### src/rtl/bcd_serial_adder_if.sv
// Handshake and data bundle for the digit-serial BCD add/subtract unit.
//   start   : request, taken only while the unit is not busy
//   sub     : 0 = A+B, 1 = A-B (ten's complement), latched with start
//   A, B    : packed-BCD operands, digit 0 in bits [3:0]
//   busy    : a digit sequence is in progress
//   done    : one-cycle pulse, S/Cout/invalid just updated
//   S       : packed-BCD result, held until the next completion
//   Cout    : decimal carry out (for sub: 1 = no borrow)
//   invalid : an operand digit above 9 was latched for this result
// The master modport is the requester; the slave modport is the adder.
interface bcd_serial_adder_if #(
  parameter int DIGITS = 4
);
  logic                  start;
  logic                  sub;
  logic [4*DIGITS-1:0]   A;
  logic [4*DIGITS-1:0]   B;
  logic                  busy;
  logic                  done;
  logic [4*DIGITS-1:0]   S;
  logic                  Cout;
  logic                  invalid;

  modport master (
    output start, sub, A, B,
    input  busy, done, S, Cout, invalid
  );

  modport slave (
    input  start, sub, A, B,
    output busy, done, S, Cout, invalid
  );
endinterface

### src/rtl/bcd_serial_adder.sv
// Digit-serial packed-BCD add/subtract unit. One operand digit pair is
// summed per clock with a registered carry, then decimal-corrected (+6).
// Ports:
//   clk   : rising-edge clock
//   rst_n : asynchronous active-low reset
//   bus   : slave side of bcd_serial_adder_if (start/sub/A/B in,
//           busy/done/S/Cout/invalid out)
module bcd_serial_adder #(
  parameter int DIGITS = 4
) (
  input  logic                clk,
  input  logic                rst_n,
  bcd_serial_adder_if.slave   bus
);
  localparam int W     = 4 * DIGITS;
  localparam int IDX_W = (DIGITS > 1) ? $clog2(DIGITS) : 1;
  localparam logic [IDX_W-1:0] LAST_IDX = IDX_W'(DIGITS - 1);

  typedef enum logic [1:0] {IDLE, RUN, DONE} state_t;

  state_t             state_reg, state_next;
  logic [W-1:0]       a_reg, b_reg, res_reg, res_next;
  logic [IDX_W-1:0]   idx_reg;
  logic               sub_reg, carry_reg, inv_pend_reg;
  logic [W-1:0]       s_reg;
  logic               cout_reg, invalid_reg;

  logic               accept, last_digit;
  logic [3:0]         a_dig, b_dig, b_adj, digit;
  logic [4:0]         raw;
  logic               carry_next;
  logic [2*DIGITS-1:0] bad_digit;
  logic               any_bad;

  // Flag every operand digit that is not a legal BCD value.
  genvar gi;
  generate
    for (gi = 0; gi < DIGITS; gi++) begin : g_digit_check
      assign bad_digit[2*gi]   = (bus.A[4*gi +: 4] > 4'd9);
      assign bad_digit[2*gi+1] = (bus.B[4*gi +: 4] > 4'd9);
    end
  endgenerate
  assign any_bad = |bad_digit;

  // A new request is taken in IDLE and in the DONE cycle.
  assign accept     = bus.start && (state_reg != RUN);
  assign last_digit = (idx_reg == LAST_IDX);

  // One digit of the add: nines' complement of B for subtract, with the
  // initial carry of 1 supplying the extra +1 of the ten's complement.
  always_comb begin
    a_dig = a_reg[3:0];
    b_dig = b_reg[3:0];
    b_adj = sub_reg ? (4'd9 - b_dig) : b_dig;
    raw   = {1'b0, a_dig} + {1'b0, b_adj} + {4'b0000, carry_reg};
    if (raw > 5'd9) begin
      digit      = raw[3:0] + 4'd6;
      carry_next = 1'b1;
    end else begin
      digit      = raw[3:0];
      carry_next = 1'b0;
    end
  end

  // Result digits enter at the top and move down, so after DIGITS steps
  // digit 0 sits in bits [3:0].
  generate
    if (DIGITS == 1) begin : g_res_one
      assign res_next = digit;
    end else begin : g_res_many
      assign res_next = {digit, res_reg[W-1:4]};
    end
  endgenerate

  always_ff @(posedge clk or negedge rst_n) begin
    if (!rst_n) state_reg <= IDLE;
    else        state_reg <= state_next;
  end

  always_comb begin
    state_next = state_reg;
    case (state_reg)
      IDLE:    if (bus.start) state_next = RUN;
      RUN:     if (last_digit) state_next = DONE;
      DONE:    state_next = bus.start ? RUN : IDLE;
      default: state_next = IDLE;
    endcase
  end

  always_ff @(posedge clk or negedge rst_n) begin
    if (!rst_n) begin
      a_reg        <= '0;
      b_reg        <= '0;
      res_reg      <= '0;
      idx_reg      <= '0;
      sub_reg      <= 1'b0;
      carry_reg    <= 1'b0;
      inv_pend_reg <= 1'b0;
      s_reg        <= '0;
      cout_reg     <= 1'b0;
      invalid_reg  <= 1'b0;
    end else if (accept) begin
      a_reg        <= bus.A;
      b_reg        <= bus.B;
      sub_reg      <= bus.sub;
      idx_reg      <= '0;
      carry_reg    <= bus.sub;
      inv_pend_reg <= any_bad;
    end else if (state_reg == RUN) begin
      a_reg     <= a_reg >> 4;
      b_reg     <= b_reg >> 4;
      res_reg   <= res_next;
      carry_reg <= carry_next;
      idx_reg   <= idx_reg + IDX_W'(1);
      if (last_digit) begin
        s_reg       <= res_next;
        cout_reg    <= carry_next;
        invalid_reg <= inv_pend_reg;
      end
    end
  end

  assign bus.busy    = (state_reg == RUN);
  assign bus.done    = (state_reg == DONE);
  assign bus.S       = s_reg;
  assign bus.Cout    = cout_reg;
  assign bus.invalid = invalid_reg;
endmodule

### src/flat_wrapper.sv
// flat-port wrapper written by rule: the top's interface ports become plain ports
module bcd_serial_adder_flat 
#(
  parameter int DIGITS = 4
)
  (clk, rst_n, bus_start, bus_sub, bus_A, bus_B, bus_busy, bus_done, bus_S, bus_Cout, bus_invalid);
  bcd_serial_adder_if #(.DIGITS(DIGITS)) bus_i ();
  input  logic clk;
  input  logic rst_n;
  input wire logic [$bits(bus_i.start)-1:0] bus_start;
  input wire logic [$bits(bus_i.sub)-1:0] bus_sub;
  input wire logic [$bits(bus_i.A)-1:0] bus_A;
  input wire logic [$bits(bus_i.B)-1:0] bus_B;
  output wire logic [$bits(bus_i.busy)-1:0] bus_busy;
  output wire logic [$bits(bus_i.done)-1:0] bus_done;
  output wire logic [$bits(bus_i.S)-1:0] bus_S;
  output wire logic [$bits(bus_i.Cout)-1:0] bus_Cout;
  output wire logic [$bits(bus_i.invalid)-1:0] bus_invalid;
  assign bus_i.start = bus_start;
  assign bus_i.sub = bus_sub;
  assign bus_i.A = bus_A;
  assign bus_i.B = bus_B;
  assign bus_busy = bus_i.busy;
  assign bus_done = bus_i.done;
  assign bus_S = bus_i.S;
  assign bus_Cout = bus_i.Cout;
  assign bus_invalid = bus_i.invalid;
  bcd_serial_adder #(.DIGITS(DIGITS)) u_core (.clk(clk), .rst_n(rst_n), .bus(bus_i));
endmodule
### config.mk
export PLATFORM = sky130hd
export DESIGN_NAME = bcd_serial_adder_flat
export DESIGN_NICKNAME = d
export VERILOG_FILES = /design/src/rtl/bcd_serial_adder_if.sv /design/src/rtl/bcd_serial_adder.sv /design/src/flat_wrapper.sv
export SDC_FILE = /design/constraint.sdc
export NUM_CORES = 1
export LEC_CHECK = 0
export ABC_AREA = 1
export BUFFER_PORTS_ARGS = -buffer_cell sky130_fd_sc_hd__buf_2
export CAP_MARGIN = 10
export CORE_MARGIN = 5
export CORE_UTILIZATION = 50
export CTS_CLUSTER_SIZE = 16
export DETAILED_ROUTE_END_ITERATION = 7
export PLACE_DENSITY = 0.73
export SLEW_MARGIN = 20
export SYNTH_ARGS = -nofsm -noshare
export SYNTH_HDL_FRONTEND = slang
export SYNTH_SLANG_ARGS = --single-unit
export TNS_END_PERCENT = 5
### constraint.sdc
create_clock -name clk -period 2.8 [get_ports clk]
set_clock_uncertainty 0.1 [all_clocks]
set_input_delay 0.14 -clock clk [delete_from_list [all_inputs] [get_ports clk]]
set_output_delay 0.14 -clock clk [all_outputs]
set_load 0.01 [all_outputs]
Word-level counts from Yosys, hierarchy flattened --
Index checks and enable logic that the tools add are counted.
Storage, ports and cells: bits in read-only memories 0, memories kept 0, bits in registers 73, RAM bits 0, latch bits 0, output and inout bits 20, input port bits 36
Cells by class: $mul 0, order comparisons 9, equality and inequality tests 6, muxes and demuxes 15, add/subtract/negate cells 5, reductions and logical operators 7, bitwise operators 1, div/mod/pow operators 0, shifts and indexed selects 0
Operators by type and width (count):
- $mux 16 | 4
- $gt 4x4->1 const B | 8
- $mux 2 | 4
- $mux 4 | 2
- $reduce_or 8->1 | 1
- $pmux 2 s3 | 1
- $add 4x4->5 | 1
- $add 5x1->5 | 1
- $gt 5x4->1 const B | 1
- $add 4x3->4 const B | 1
- $eq 2x2->1 const B | 2
- $mux 1 | 4
- $ne 2x1->1 const B | 2
- $reduce_and 2->1 | 2
- $sub 4x4->4 const A | 1
- $reduce_and 3->1 | 1
- $add 2x1->2 const B | 1
- $eq 2x1->1 const B | 1
- $logic_not 2->1 | 1
- $ne 2x2->1 const B | 1
- $reduce_bool 2->1 | 1
- $logic_and 1x1->1 | 1
- $not 1->1 | 1

Depth between registers and ports, before layout --
word-level depth 8, depth in mapped cells 17, mapped depth without buffers 17

Worst setup path before layout --
Ideal clock, no wire load.
path kind register to register, from register u_core.sub_reg, to register u_core.res_reg[15], library setup time 116 ps, clock period less this slack 2432 ps, required time 2584 ps, stages on the path, launching flop included 15, arrival time 2215 ps, setup slack 368 ps, cells stage by stage dfrtp_1 > xnor2_1 > fa_1 > inv_1 > fa_1 > inv_1 > ha_1 > nand2_1 > a21boi_2 > nand2_2 > nand2_4 > nand2_2 > nand2_2 > nand2_1 > nand2_1
Between the ends: cells in the longest elaborated chain, start to end 5
Ends and longest elaborated chain:
- from (decl) | RTL line bcd_serial_adder.sv:24 | logic sub_reg, carry_reg, inv_pend_reg;
- from (signal assigned) | RTL line bcd_serial_adder.sv:105 | sub_reg <= bus.sub;
- $mux 4 (*) | RTL line bcd_serial_adder.sv:54 | b_adj = sub_reg ? (4'd9 - b_dig) : b_dig;
- $add 4x4->5 (*) | RTL line bcd_serial_adder.sv:55 | raw = {1'b0, a_dig} + {1'b0, b_adj} + {4'b0000, carry_reg};
- $add 5x1->5 (*) | RTL line bcd_serial_adder.sv:55
- $add 4x3->4 or $gt 5x4->1 (tied branches) | RTL line bcd_serial_adder.sv:57, bcd_serial_adder.sv:56
- $mux 4 (*) | RTL line bcd_serial_adder.sv:56 | if (raw > 5'd9) begin
- to (signal assigned) | RTL line bcd_serial_adder.sv:112 | res_reg <= res_next;
- to (decl) | RTL line bcd_serial_adder.sv:22 | logic [W-1:0] a_reg, b_reg, res_reg, res_next;
Every way passes the cells marked *; elsewhere a longest branch is shown, timed or not. A chain may end at the register's enable or synchronous reset.

Final worst setup path --
Same ends and word-level chain as after synthesis.

==> key figures <==
Final layout
  – Inserted Diodes: 0
  – Final cell count without fillers: 524
  – Final nets: a little under 500
  – Share of post-route cells with drive strength above 1: 0.198
  – Most common cell after layout, fill and taps aside: nand2_1
  – Commonest non-fill, non-tap cells in the layout: 118 x nand2_1, 69 x dfrtp_1, 55 x buf_2
  – Layout area overhead: 27.1%
  – Fillers: 492

Synthesis
  – Area of the mapped netlist: 0.00313 mm2
  – Flops & latches, synth: 69
  – Post-synth top area share: 0.552
  – Yosys warns: 0
  – Post-Syn Instances: 353
  – Area contributors post-synth: dfrtp_1 55%, nand2_1 14%, inv_1 4.8%
  – Yosys cell types: 27
  – Syn Area/Cell: slightly below 9 um2
  – Syn nets: 397
  – Post-synth top area cell: dfrtp_1
  – Seq/Total Area, Yosys: 0.552

Die
  – Die W: 89.1 um
  – Die height: approximately 90 um
  – Initial Utilization: 0.522
  – Row count: 28
  – Die area: 0.00793 mm2
  – CORE AREA: 0.00599 mm2
  – IO Count: 56

STA
  – Worst Max-Slew Pin Slew: 0.778 ns
  – Max Clock Freq: ~390 MHz
  – RSZ-0062 raised after global routing: no
  – Setup_tns: 0 ns
  – Slew HR: 0.482
  – Setup violators final: 0
  – Final Slew Violations: 0
  – Final worst path period share: 0.927
  – Minimum clock period: ~2.6 ns
  – Final Hold Viols: 0

Worst setup path
  – Reg2reg start: u_core.sub_reg$_DFFE_PN0P_
  – R2r worst-path depth: 14
  – Critical setup path kind: reg -> reg
  – Worst r2r dst: u_core.res_reg[15]$_DFFE_PN0P_
  – R2R setup slack: about 0.20 ns
  – Worst Path Buf+Inv: 2
  – Slowest stage delay, CP: approximately 0.45 ns
  – CP max stage cell: fa_1
  – Worst path cell trace: xnor2_1 -> fa_1 -> inv_2 -> fa_1 -> inv_1 -> ha_1 -> nand2_1 -> a21boi_2 -> nand2_2 -> nand2_4 -> nand2_2 -> nand2_2 -> nand2_1 -> nand2_1
  – Critical path depth: 14
  – Crit end category: register
  – Worst EP required: 2.93 ns
  – Crit path launch type: register
  – WP data arrival: roughly 2.7 ns
  – CP top delay family: adder cells
  – Critical Path Fanout Max: 5

Power and ir drop
  – Power Density: about 1200 mW/mm2
  – LEAKAGE: 2.04 nW
  – Maximum vdd drop: about 0.71 mV

Place
  – Placer Congestion: approximately 0.87
  – Port bufs: 55
  – DPL Wire Length: between 4000 and 5000 um
  – Placed cell count: 475

Routing
  – Detailed Route WL: 7530 um
  – Initial DRT Pass Iterations: 4
  – DR vias/cell: ~5
  – 1st-iter DRT viols: 95
  – DRC: 0
  – Vias: 2686
  – Routed length per instance: 14.4 um
  – Final ANT Viol Nets: 0

Global routing
  – Antenna violations before repair: 0
  – Total overflow reported by the global router: 0
  – Vias in the first global route: 2828
  – Gr usage total: 0.216
  – Largest net degree at the start of global routing: 35
  – Global-route wire length before repair: between 10000 and 15000 um

Clock network
  – Root Driver: clkbuf_8
  – Worst-Skew Late Latency: roughly 0.34 ns
  – Total CTS buffers: 9
  – # H-tree levels: 3
  – Clock sink count: ~70
  – CTS tree: yes
  – Worst-path clk slew: approximately 0.07 ns
  – Clk buf depth: 2

Flow run
  – MaxCap Viol Count: 0

Hold path
  – Hold Path Class: in -> reg
  – Worst Hold Endpoint: u_core.state_reg[0]$_DFFE_PN0P_
  – Hold Startpoint: bus_start
  – Hold Path Depth: 3

Run status
  – Status: complete, no violations
[per-layer routing]
layer / vias to the layer above / routed length (um) / global-route usage
li1: 1319 / - / -
met1: 1269 / 3110 / 0.261
met5: - / 0 / 0
met2: 82 / 3720 / 0.367
met3: 16 / 567 / 0.0728
met4: 0 / 130 / 0.0663
[worst min-delay path, stage by stage]
cell and delay [ns]:
buf_2 0.09, inv_1 0.11, o22ai_1 0.09
[Yosys cell counts]
| library cell | n |
|---|---|
| o221ai_1 | 8 |
| a22o_1 | 2 |
| o21ai_0 | 30 |
| inv_1 | 40 |
| xor2_1 | 1 |
| buf_2 | 3 |
| nand2_1 | 118 |
| xnor2_1 | 1 |
| a21boi_2 | 1 |
| buf_4 | 5 |
| a21oi_1 | 4 |
| fa_1 | 2 |
| ha_1 | 6 |
| clkbuf_1 | 4 |
| o211ai_1 | 9 |
| o21ai_1 | 2 |
| nand4_1 | 1 |
| dfrtp_1 | 69 |
| nor2_1 | 5 |
| a21oi_2 | 1 |
| nand2_2 | 6 |
| buf_6 | 1 |
| nand3_1 | 23 |
| nand2_4 | 1 |
| inv_2 | 5 |
| o22ai_1 | 4 |
| nor2_2 | 1 |
[stage by stage]
stage / setup slack (ns) / utilization / power [mW] / cell area [um2] / hold slack [ns]
3_5_place_dp: 0.215 / 0.576 / 4.06 / 3450 / 0.163
4_1_cts: 0.196 / 0.663 / 4.83 / 3970 / 0.0255
5_1_grt: 0.00472 / 0.663 / 5.29 / 3970 / 0.0225
6_report: 0.203 / 0.663 / 4.80 / 3970 / 0.0333
3_3_place_gp: 0.286 / 0.576 / 3.94 / 3450 / 0.152
2_1_floorplan: 0.368 / - / 3.46 / 3130 / -0.256
[power by group]
part | switching, mW | internal, mW | total [mW]
registers | 0.224 | 1.45 | 1.68
logic | 1.50 | 0.890 | 2.39
clock network | 0.342 | 0.389 | 0.731
total | 2.07 | 2.73 | 4.80
[repair_timing]
| item | 4_1_cts | 5_1_grt |
|---|---|---|
| endpoints found under the setup margin | 0 | 1 |
| hold buffers | 34 | 0 |
| hold endpoints to repair | 66 | 0 |
| gates resized for setup | 0 | 1 |
| setup buffers | 0 | 0 |
[worst max-delay path by stage]
stage	start	slack, ns	to
6_report	u_core.sub_reg$_DFFE_PN0P_	0.20	u_core.res_reg[15]$_DFFE_PN0P_
5_1_grt	u_core.sub_reg$_DFFE_PN0P_	0.005	u_core.res_reg[15]$_DFFE_PN0P_
4_1_cts	u_core.sub_reg$_DFFE_PN0P_	0.20	u_core.res_reg[15]$_DFFE_PN0P_
3_5_place_dp	u_core.sub_reg$_DFFE_PN0P_	0.22	u_core.res_reg[15]$_DFFE_PN0P_
3_3_place_gp	u_core.sub_reg$_DFFE_PN0P_	0.29	u_core.res_reg[15]$_DFFE_PN0P_
2_1_floorplan	u_core.sub_reg$_DFFE_PN0P_	0.37	u_core.res_reg[15]$_DFFE_PN0P_
[layout make-up]
class / count / area [um2] / share of cell area
clock buffers: 14 / 173 / 0.0435
multi-input cells: 226 / 1150 / 0.290
flip-flops and latches: 69 / 1730 / 0.435
repair buffers: 94 / 653 / 0.164
clock inverters: 1 / 5.00 / 0.00126
well taps: 75 / 93.8 / 0.0236
inverters: 45 / 169 / 0.0425
[logic make-up after synthesis]
| family | synth area share |
|---|---|
| adders and majority gates | 0.0368 |
| xor gates and xnor gates | 0.00561 |
| and+or+nand+nor | 0.204 |
| DFF | 0.552 |
| buffers and inverters | 0.0793 |
| AOI/OAI and AO/OA | 0.122 |
No activity file was read; power rests on OpenSTA's default activity.
